## src/rtl/battle_pkg.sv

```systemverilog
// rtl/battle_pkg.sv - shared battle state encodings, counter widths and turn helper
package battle_pkg;

    localparam int FRAME_CNT_W = 16;
    localparam int TURN_W      = 8;

    typedef enum logic [3:0] {
        ST_TITLE  = 4'b0000,
        ST_PLAYER = 4'b0001,
        ST_ENEMY  = 4'b0010,
        ST_WIN    = 4'b0011,
        ST_LOSE   = 4'b0100,
        ST_GAP_P  = 4'b0101,
        ST_GAP_E  = 4'b0110
    } battle_state_e;

    function automatic logic [TURN_W-1:0] sat_inc(input logic [TURN_W-1:0] v,
                                                   input logic [TURN_W-1:0] max_v);
        return (v >= max_v) ? v : v + 8'd1;
    endfunction

endpackage

```

## src/rtl/frame_timer.sv

```systemverilog
// rtl/frame_timer.sv - registered frame tick plus clearable frame counter with limit compare
module frame_timer
    import battle_pkg::*;
(
    input  logic                   clk,
    input  logic                   rst,
    input  logic [10:0]            hcount_in,
    input  logic [9:0]             vcount_in,
    input  logic                   clear_in,
    input  logic [FRAME_CNT_W-1:0] limit_in,
    output logic                   hit_out
);

    logic                   tick_q;
    logic [FRAME_CNT_W-1:0] count_q;

    // Clear has priority so a tick landing on a state change is not credited to the new state.
    always_ff @(posedge clk or negedge rst) begin
        if (!rst) begin
            tick_q  <= 1'b0;
            count_q <= '0;
        end else begin
            tick_q <= (hcount_in == 11'd0) && (vcount_in == 10'd0);
            if (clear_in) begin
                count_q <= '0;
            end else if (tick_q) begin
                count_q <= count_q + 16'd1;
            end
        end
    end

    assign hit_out = (count_q == limit_in);

endmodule

```

## src/rtl/battle_sequencer.sv

```systemverilog
// rtl/battle_sequencer.sv - battle turn controller: turns, frame gaps, HP checks, watchdog
module battle_sequencer
    import battle_pkg::*;
#(
    parameter int GAP_FRAMES     = 30,
    parameter int TIMEOUT_FRAMES = 900,
    parameter int RESULT_FRAMES  = 180,
    parameter int TURN_MAX       = 255
) (
    input  logic        clk,
    input  logic        rst,
    input  logic [10:0] hcount_in,
    input  logic [9:0]  vcount_in,
    input  logic        start_in,
    input  logic        player_finished_in,
    input  logic        enemy_finished_in,
    input  logic [10:0] enemy_hp_in,
    input  logic [10:0] player_hp_in,
    output logic [3:0]  state_out,
    output logic [7:0]  turn_count_out,
    output logic        timeout_out,
    output logic        state_changed_out
);

    localparam logic [FRAME_CNT_W-1:0] GAP_LIM    = FRAME_CNT_W'(GAP_FRAMES);
    localparam logic [FRAME_CNT_W-1:0] TIMEOUT_LIM = FRAME_CNT_W'(TIMEOUT_FRAMES);
    localparam logic [FRAME_CNT_W-1:0] RESULT_LIM = FRAME_CNT_W'(RESULT_FRAMES);
    localparam logic [TURN_W-1:0]      TURN_LIM   = TURN_W'(TURN_MAX);

    battle_state_e          state_q, state_d;
    logic [TURN_W-1:0]      turn_q, turn_d;
    logic                   timeout_q, timeout_d;
    logic                   changed_q;
    logic                   state_change;
    logic                   hit;
    logic [FRAME_CNT_W-1:0] limit;

    always_comb begin
        case (state_q)
            ST_GAP_P, ST_GAP_E: limit = GAP_LIM;
            ST_WIN, ST_LOSE:    limit = RESULT_LIM;
            default:            limit = TIMEOUT_LIM;
        endcase
    end

    frame_timer u_frame_timer (
        .clk       (clk),
        .rst       (rst),
        .hcount_in (hcount_in),
        .vcount_in (vcount_in),
        .clear_in  (state_change),
        .limit_in  (limit),
        .hit_out   (hit)
    );

    // Finished levels are only looked at in their own turn state, so a stale level cannot skip a turn.
    always_comb begin
        state_d   = state_q;
        turn_d    = turn_q;
        timeout_d = 1'b0;
        case (state_q)
            ST_TITLE: begin
                if (start_in) begin
                    state_d = ST_PLAYER;
                    turn_d  = '0;
                end
            end
            ST_PLAYER: begin
                if (player_finished_in) begin
                    state_d = ST_GAP_P;
                end else if (hit) begin
                    state_d   = ST_GAP_P;
                    timeout_d = 1'b1;
                end
            end
            ST_ENEMY: begin
                if (enemy_finished_in) begin
                    state_d = ST_GAP_E;
                end else if (hit) begin
                    state_d   = ST_GAP_E;
                    timeout_d = 1'b1;
                end
            end
            ST_GAP_P: begin
                if (hit) begin
                    state_d = (enemy_hp_in == 11'd0) ? ST_WIN : ST_ENEMY;
                end
            end
            ST_GAP_E: begin
                if (hit) begin
                    if (player_hp_in == 11'd0) begin
                        state_d = ST_LOSE;
                    end else begin
                        state_d = ST_PLAYER;
                        turn_d  = sat_inc(turn_q, TURN_LIM);
                    end
                end
            end
            ST_WIN, ST_LOSE: begin
                if (hit) begin
                    state_d = ST_TITLE;
                end
            end
            default: state_d = ST_TITLE;
        endcase
    end

    assign state_change = (state_d != state_q);

    always_ff @(posedge clk or negedge rst) begin
        if (!rst) begin
            state_q   <= ST_TITLE;
            turn_q    <= '0;
            timeout_q <= 1'b0;
            changed_q <= 1'b0;
        end else begin
            state_q   <= state_d;
            turn_q    <= turn_d;
            timeout_q <= timeout_d;
            changed_q <= state_change;
        end
    end

    assign state_out         = state_q;
    assign turn_count_out    = turn_q;
    assign timeout_out       = timeout_q;
    assign state_changed_out = changed_q;

endmodule

```

## config.mk

```make
export PLATFORM = sky130hd
export DESIGN_NAME = battle_sequencer
export DESIGN_NICKNAME = d
export VERILOG_FILES = /design/src/rtl/battle_pkg.sv /design/src/rtl/frame_timer.sv /design/src/rtl/battle_sequencer.sv
export SDC_FILE = /design/constraint.sdc
export NUM_CORES = 1
export LEC_CHECK = 0
export ABC_AREA = 0
export CORE_MARGIN = 2
export CORE_UTILIZATION = 48
export CTS_BUF_LIST = sky130_fd_sc_hd__clkbuf_2
export DETAILED_ROUTE_END_ITERATION = 10
export PLACE_DENSITY = 0.83
export SLEW_MARGIN = 20
export SYNTH_ARGS = -nofsm -noshare
export SYNTH_HDL_FRONTEND = slang
export SYNTH_SLANG_ARGS = --single-unit
```

## constraint.sdc

```tcl
create_clock -name clk -period 2.3 [get_ports clk]
set_input_delay 0.345 -clock clk [delete_from_list [all_inputs] [get_ports clk]]
set_output_delay 0.345 -clock clk [all_outputs]
set_load 0.005 [all_outputs]
```

==> results of run 1 <==
==> layer usage <==
metal | vias up | track usage, % | part of all wire [%]
met1 | 927 | 31.9 | 46
met3 | 2 | 5.17 | 3.4
met4 | 0 | 5.10 | 0.57
met2 | 35 | 36.5 | 50
met5 | - | 0 | 0
li1 | 932 | - | -
==> worst max-delay path, stage by stage, from the launching register on <==
cell,delay [ns]
dfrtp_1,0.45
nand2b_1,0.18
or4_4,0.53
a21oi_4,0.23
nand2_2,0.17
or3_4,0.44
o21ai_1,0.13
==> flip-flops by register name, summed over array words and instances (netlist names) <==
name and count:
u_frame_timer.count_q 16, turn_count_out 8, state_changed_out 1, state_out 4, u_frame_timer.tick_q 1, timeout_out 1
==> cells in the mapped netlist, drive strengths merged, types with 2 or more instances <==
cell type / n / area (µm²)
dfrtp: 31 / 776
nor2: 30 / 113
nand2: 23 / 91.3
o21ai: 13 / 76.3
a21oi: 10 / 65.1
nand3: 10 / 50.1
nor4: 10 / 62.6
xor2: 10 / 87.6
xnor2: 7 / 61.3
nand4: 6 / 37.5
nor3: 6 / 30.0
or3: 6 / 43.8
buf: 5 / 41.3
inv: 5 / 18.8
and3: 4 / 25.0
o211ai: 4 / 35.0
or4: 4 / 33.8
a22oi: 2 / 15.0
a31oi: 2 / 12.5
and2: 2 / 12.5
and2b: 2 / 18.8
ha: 2 / 25.0
mux2i: 2 / 20.0
nand3b: 2 / 15.0
o311ai: 2 / 17.5
==> area by class of cell <==
type / instances / area, µm²
inverters: 5 / 18.8
clock buffers: 5 / 25.0
clock inverters: 3 / 38.8
repair buffers: 72 / 706
multi-input cells: 175 / 1100
flip-flops and latches: 31 / 779
well taps: 50 / 62.6
fillers: 308 / 1210
==> cell families (layout without fill, tap and decap cells) <==
kind of cell             Yosys count  in the layout  share of synthesized area (%)
AO/OA/AOI/OAI                     40             40                           15.0
XOR/XNOR                          17             17                           7.71
other                              1              1                          0.194
multiplexers                       3              3                           1.62
AND/OR/NAND/NOR                  112            112                           30.7
buffers and inverters             11             85                           3.30
flip-flops                        31             31                           40.2
adder cells (fa/ha/maj)            2              2                           1.30
==> report_power, final <==
group | total [µW] | internal, µW | switching (µW)
sequential | 555 | 549 | 5.50
clock | 373 | 179 | 194
combinational | 159 | 103 | 55.7
total | 1090 | 832 | 255
==> through the flow <==
stage,std cells,area [µm²],utilization (%),TNS (ns)
3_3_place_gp,332,2640,66.8,0
4_1_cts,340,2700,68.5,0
3_5_place_dp,332,2640,66.8,0
5_1_grt,341,2730,69.2,-0.00870
2_1_floorplan,217,1930,-,0
6_report,341,2730,69.2,0
==> repair_timing <==
item,4_1_cts,5_1_grt
endpoints found under the setup margin,0,24
setup buffers,0,1
resized for setup,0,4
==> worst paths after layout <==
path                                         from                    to  slack [ns]  depth (start not counted)
worst min-delay path                          rst     turn_count_out[7]        0.31                          2
worst max register to register       state_out[3]     turn_count_out[1]        0.12                          6
worst max-delay path                 state_out[3]     turn_count_out[1]        0.12                          6
max in group asynchronous                     rst          state_out[0]        1.65                          2
worst min register to register  turn_count_out[0]     turn_count_out[0]        0.55                          1
min in group clk                     hcount_in[1]  u_frame_timer.tick_q        0.47                          2
==> impl_metrics.csv, run 1 <==
group,metric,value,unit
global_routing,antenna_found_initial,0,
detailed_routing,wl_per_cell,13.9,µm
synth,ys_seq_elements,31,
detailed_routing,routed_wl,4750,µm
sta,clock_skew,0.0220,ns
global_routing,grt_usage,22.9,%
global_routing,grt-ovfl-total,0,
run,drv_cap,0,
sta,setup_violations,0,
floorplan,die_w,67.4,µm
worst_setup_path,endpoint_kind,"register",
clock_network,cts_inserted_buffers,5,
worst_setup_path,startpoint_type,"register",
detailed_routing,route.detailed.drc,0,
power,ir_worst_vdd,0.000458,V
clock_network,cts_hold_buf,0,
clock_network,ctsRootBufferMaster,"clkbuf_2",
sta,fin_crit,2.18,ns
floorplan,initial_core_util,49.0,%
detailed_routing,vias,1896,
clock_network,clock_latency,0.38,ns
placed_design,dp_hpwl,3710,µm
placed_design,place_congestion,0.813,
detailed_routing,drtPass1Iterations,4,
power,finalPower,1090,µW
cells_and_area,drive_gt1_share,12.0,%
detailed_routing,drt_iter0_drc,180,
synth,synth.cell_area,1930,µm²
worst_setup_path,path_class,"register to register",
synth,async_flop_share,100,%
worst_hold_path,hp-class,"primary input to async pin",
clock_network,path_clk_slew,0.17,ns
synth,syn_nets,267,
clock_network,htreeDepth,2,
synth,synth_edf_count,0,
sta,holdWs,0.314,ns
placed_design,port_buffers,61,
clock_network,cts_tree,"done",
power,p_leak,0.00105,µW
floorplan,die_y,67.4,µm
floorplan,pin_count,62,
global_routing,grt_pass1_vias,1709,
sta,fin_ws,0.119,ns
worst_setup_path,required,2.62,ns
synth,ys_types,54,
floorplan,fp.dieArea,4550,µm²
sta,finalMaxSlewViolations,0,
worst_setup_path,cp.arrival,2.51,ns
power,powerDensity,398,nW/µm²
cells_and_area,final_nets,340,
sta,fin_crit_sh,94.8,%
detailed_routing,drtAntennaViolNets,0,
sta,max_freq,0.458,GHz
global_routing,grt_pass1_wl,7860,µm
synth,yosysSeqAreaShare,40.2,%
synth,syn_inst,217,
synth,synth_top_flop_cell,"dfrtp_1",
floorplan,core,3940,µm²
cells_and_area,antenna_cells,0,
outcome,status,"finished clean",
cells_and_area,mostFrequentLayoutCells,"clkdlybuf4s50_1, nor2_1, dfrtp_1",
clock_network,clockBufferDepth,2,
cells_and_area,syn_to_final_growth,41.3,%
placed_design,pre_cts_ws,0.0521,ns
global_routing,grt_max_degree,32,
worst_setup_path,crit_fanout,7,
clock_network,cts.sinks,31,
synth,yosys_warnings,0,
sta,hold_viol,0,
detailed_routing,via_per_inst,5.56,
floorplan,rows,23,
cells_and_area,layout_commonest_cell,"clkdlybuf4s50_1",
synth,syn_avg_cell_area,8.90,µm²
(Power assumes the default switching activity.)
==> run 2, diff against run 1 <==
--- a/config.mk
+++ b/config.mk
@@ -10,6 +10,8 @@
 export CORE_UTILIZATION = 48
 export CTS_BUF_LIST = sky130_fd_sc_hd__clkbuf_2
 export DETAILED_ROUTE_END_ITERATION = 10
+export GPL_ROUTABILITY_DRIVEN = 0
+export HOLD_SLACK_MARGIN = 0.03
 export PLACE_DENSITY = 0.83
 export SLEW_MARGIN = 20
 export SYNTH_ARGS = -nofsm -noshare
==> constraint.sdc (replaced) <==
create_clock -name clk -period 2.3 [get_ports clk]
set_input_delay 0.345 -clock clk [delete_from_list [all_inputs] [get_ports clk]]
set_output_delay 0.345 -clock clk [all_outputs]
set_load 0.1 [all_outputs]
==> run 2 against run 1 <==
Global-route usage up 0.66 points. Sequential power about the same. Power up 3.7%.
==> impl_metrics.csv, run 2 (synthesis results as in run 1) <==
group,metric,value,unit
clock_network,clock_latency,0.38,ns
sta,setup_violations,0,
detailed_routing,via_per_inst,5.56,
detailed_routing,routed-wl-met2,2420,µm
sta,hold_viol,0,
sta,slew_headroom,66.1,%
worst_setup_path,regToRegStartpoint,"state_out[1]",
worst_setup_path,cp_top_family,"simple AND/OR/NAND/NOR gates",
outcome,status,"finished clean",
detailed_routing,routed_wl,5060,µm
global_routing,grt_usage,23.6,%
detailed_routing,drtAntennaViolNets,0,
placed_design,placedCellCount,331,
power,finalPower,1130,µW
cells_and_area,final_core_util,71.2,%
cells_and_area,antenna_cells,0,
sta,fin_ws,0.0443,ns
worst_setup_path,rr_worst_depth,6,
worst_setup_path,required,2.63,ns
worst_setup_path,path_class,"register to register",
detailed_routing,wl_met3,350,µm
floorplan,rows,23,
floorplan,fp.dieArea,4550,µm²
clock_network,cts_tree,"done",
global_routing,grt_max_degree,32,
detailed_routing,vias,1946,
sta,finalMaxSlewViolations,0,
detailed_routing,highest_layer,"met4",
clock_network,path_clk_slew,0.17,ns
cells_and_area,layout_commonest_cell,"clkdlybuf4s50_1",
worst_setup_path,crit_chain,"xnor2_1 -> or4_4 -> a21oi_4 -> a21oi_4 -> or4_4 -> a21oi_2",
worst_setup_path,slowest_stage,"dfrtp_4",
sta,fin_crit,2.26,ns
clock_network,ctsRootBufferMaster,"clkbuf_2",
worst_setup_path,endpoint_kind,"register",
detailed_routing,drtPass1Iterations,4,
global_routing,grt_pass1_wl,8180,µm
floorplan,die_y,67.4,µm
sta,worst_pin_slew,0.506,ns
placed_design,pre_cts_ws,0.0591,ns
worst_setup_path,cp.depth,6,
floorplan,initial_core_util,49.0,%
clock_network,cts.sinks,31,
detailed_routing,wirelength_met1,2240,µm
detailed_routing,route.detailed.drc,0,
floorplan,pin_count,62,
worst_setup_path,cp.arrival,2.58,ns
power,ir_worst_vdd,0.000340,V
cells_and_area,drive_gt1_share,22.0,%
placed_design,dp_hpwl,3510,µm
worst_setup_path,r2r-end,"turn_count_out[3]",
cells_and_area,final_nets,349,
cells_and_area,largest_reg_flops,16,
sta,holdWs,0.343,ns
sta,fin_crit_sh,98.1,%
worst_setup_path,crit_fanout,8,
worst_hold_path,hp-class,"primary input to async pin",
worst_setup_path,endpoint,"turn_count_out[3]",
run,drv_cap,0,
clock_network,htreeDepth,2,
detailed_routing,drt_iter0_drc,130,
detailed_routing,wl_per_cell,14.5,µm
power,powerDensity,401,nW/µm²
placed_design,port_buffers,61,
sta,max_freq,0.443,GHz
clock_network,cts_inserted_buffers,5,
global_routing,grt_pass1_vias,1833,
floorplan,core,3940,µm²
sta,clock_skew,0.0194,ns
clock_network,clockBufferDepth,2,
global_routing,grt-ovfl-total,0,
power,p_leak,0.00113,µW
floorplan,die_w,67.4,µm
worst_setup_path,r2r_slack,0.04,ns
cells_and_area,fillerInstances,275,
worst_setup_path,startpoint_type,"register",
global_routing,antenna_found_initial,0,
cells_and_area,syn_to_final_growth,45.4,%
cells_and_area,mostFrequentLayoutCells,"clkdlybuf4s50_1, buf_4, nor2_1",
cells_and_area,regMostFlops,"u_frame_timer.count_q",
clock_network,cts_hold_buf,0,
worst_setup_path,critPathMaxStageDelay,0.56,ns
cells_and_area,stdcell_count,350,
worst_setup_path,crit_path_start,"state_out[1]",
worst_setup_path,path_buf_inv,0,
==> run 2: changes by cell type in the layout (fill, tap and decap cells not counted), sizes merged <==
cell,delta
clkbuf,+1
buf,+22
clkdlybuf4s50,-14
==> run 2: what timing repair did <==
item | CTS | global route
setup buffers | 0 | 11
endpoints found under the setup margin | 0 | 12
gates resized for setup | 0 | 8
==> run 2: report_power, final <==
part | internal, µW | leakage (µW) | switching [µW] | total, µW
registers | 551 | 0.000417 | 5.39 | 556
clock network | 179 | 0.0000404 | 194 | 373
logic | 108 | 0.000676 | 90.5 | 199
==> run 2: through the flow <==
| step | setup TNS (ns) | cell area (µm²) |
|---|---|---|
| after floorplan | -0.580 | 1950 |
| after global placement | 0 | 2620 |
| after detailed placement | 0 | 2620 |
| after CTS | 0 | 2690 |
| after global routing | -0.202 | 2810 |
| final | 0 | 2810 |
==> run 2: cell type report <==
cell class              count  area, µm²  area share [%]
clock buffers               5       25.0           0.891
clock inverters             3       38.8            1.38
inverters                   5       18.8           0.668
multi-input cells         175       1130            40.4
flip-flops and latches     31        793            28.2
well taps                  50       62.6            2.23
repair buffers             81        736            26.2
==> run 2: worst min path at each step <==
stage | to | from | slack (ns)
2_1_floorplan | state_changed_out | rst | 0.05
3_3_place_gp | turn_count_out[0] | turn_count_out[0] | 0.49
3_5_place_dp | turn_count_out[0] | turn_count_out[0] | 0.50
4_1_cts | turn_count_out[4] | rst | 0.34
5_1_grt | u_frame_timer.count_q[8] | rst | 0.36
6_report | u_frame_timer.count_q[8] | rst | 0.34
==> run 2: per-layer routing <==
layer	GRT usage [%]	vias to the layer above
li1	-	946
met3	4.17	9
met2	37.6	82
met4	8.42	0
met1	32.1	909
met5	0	-
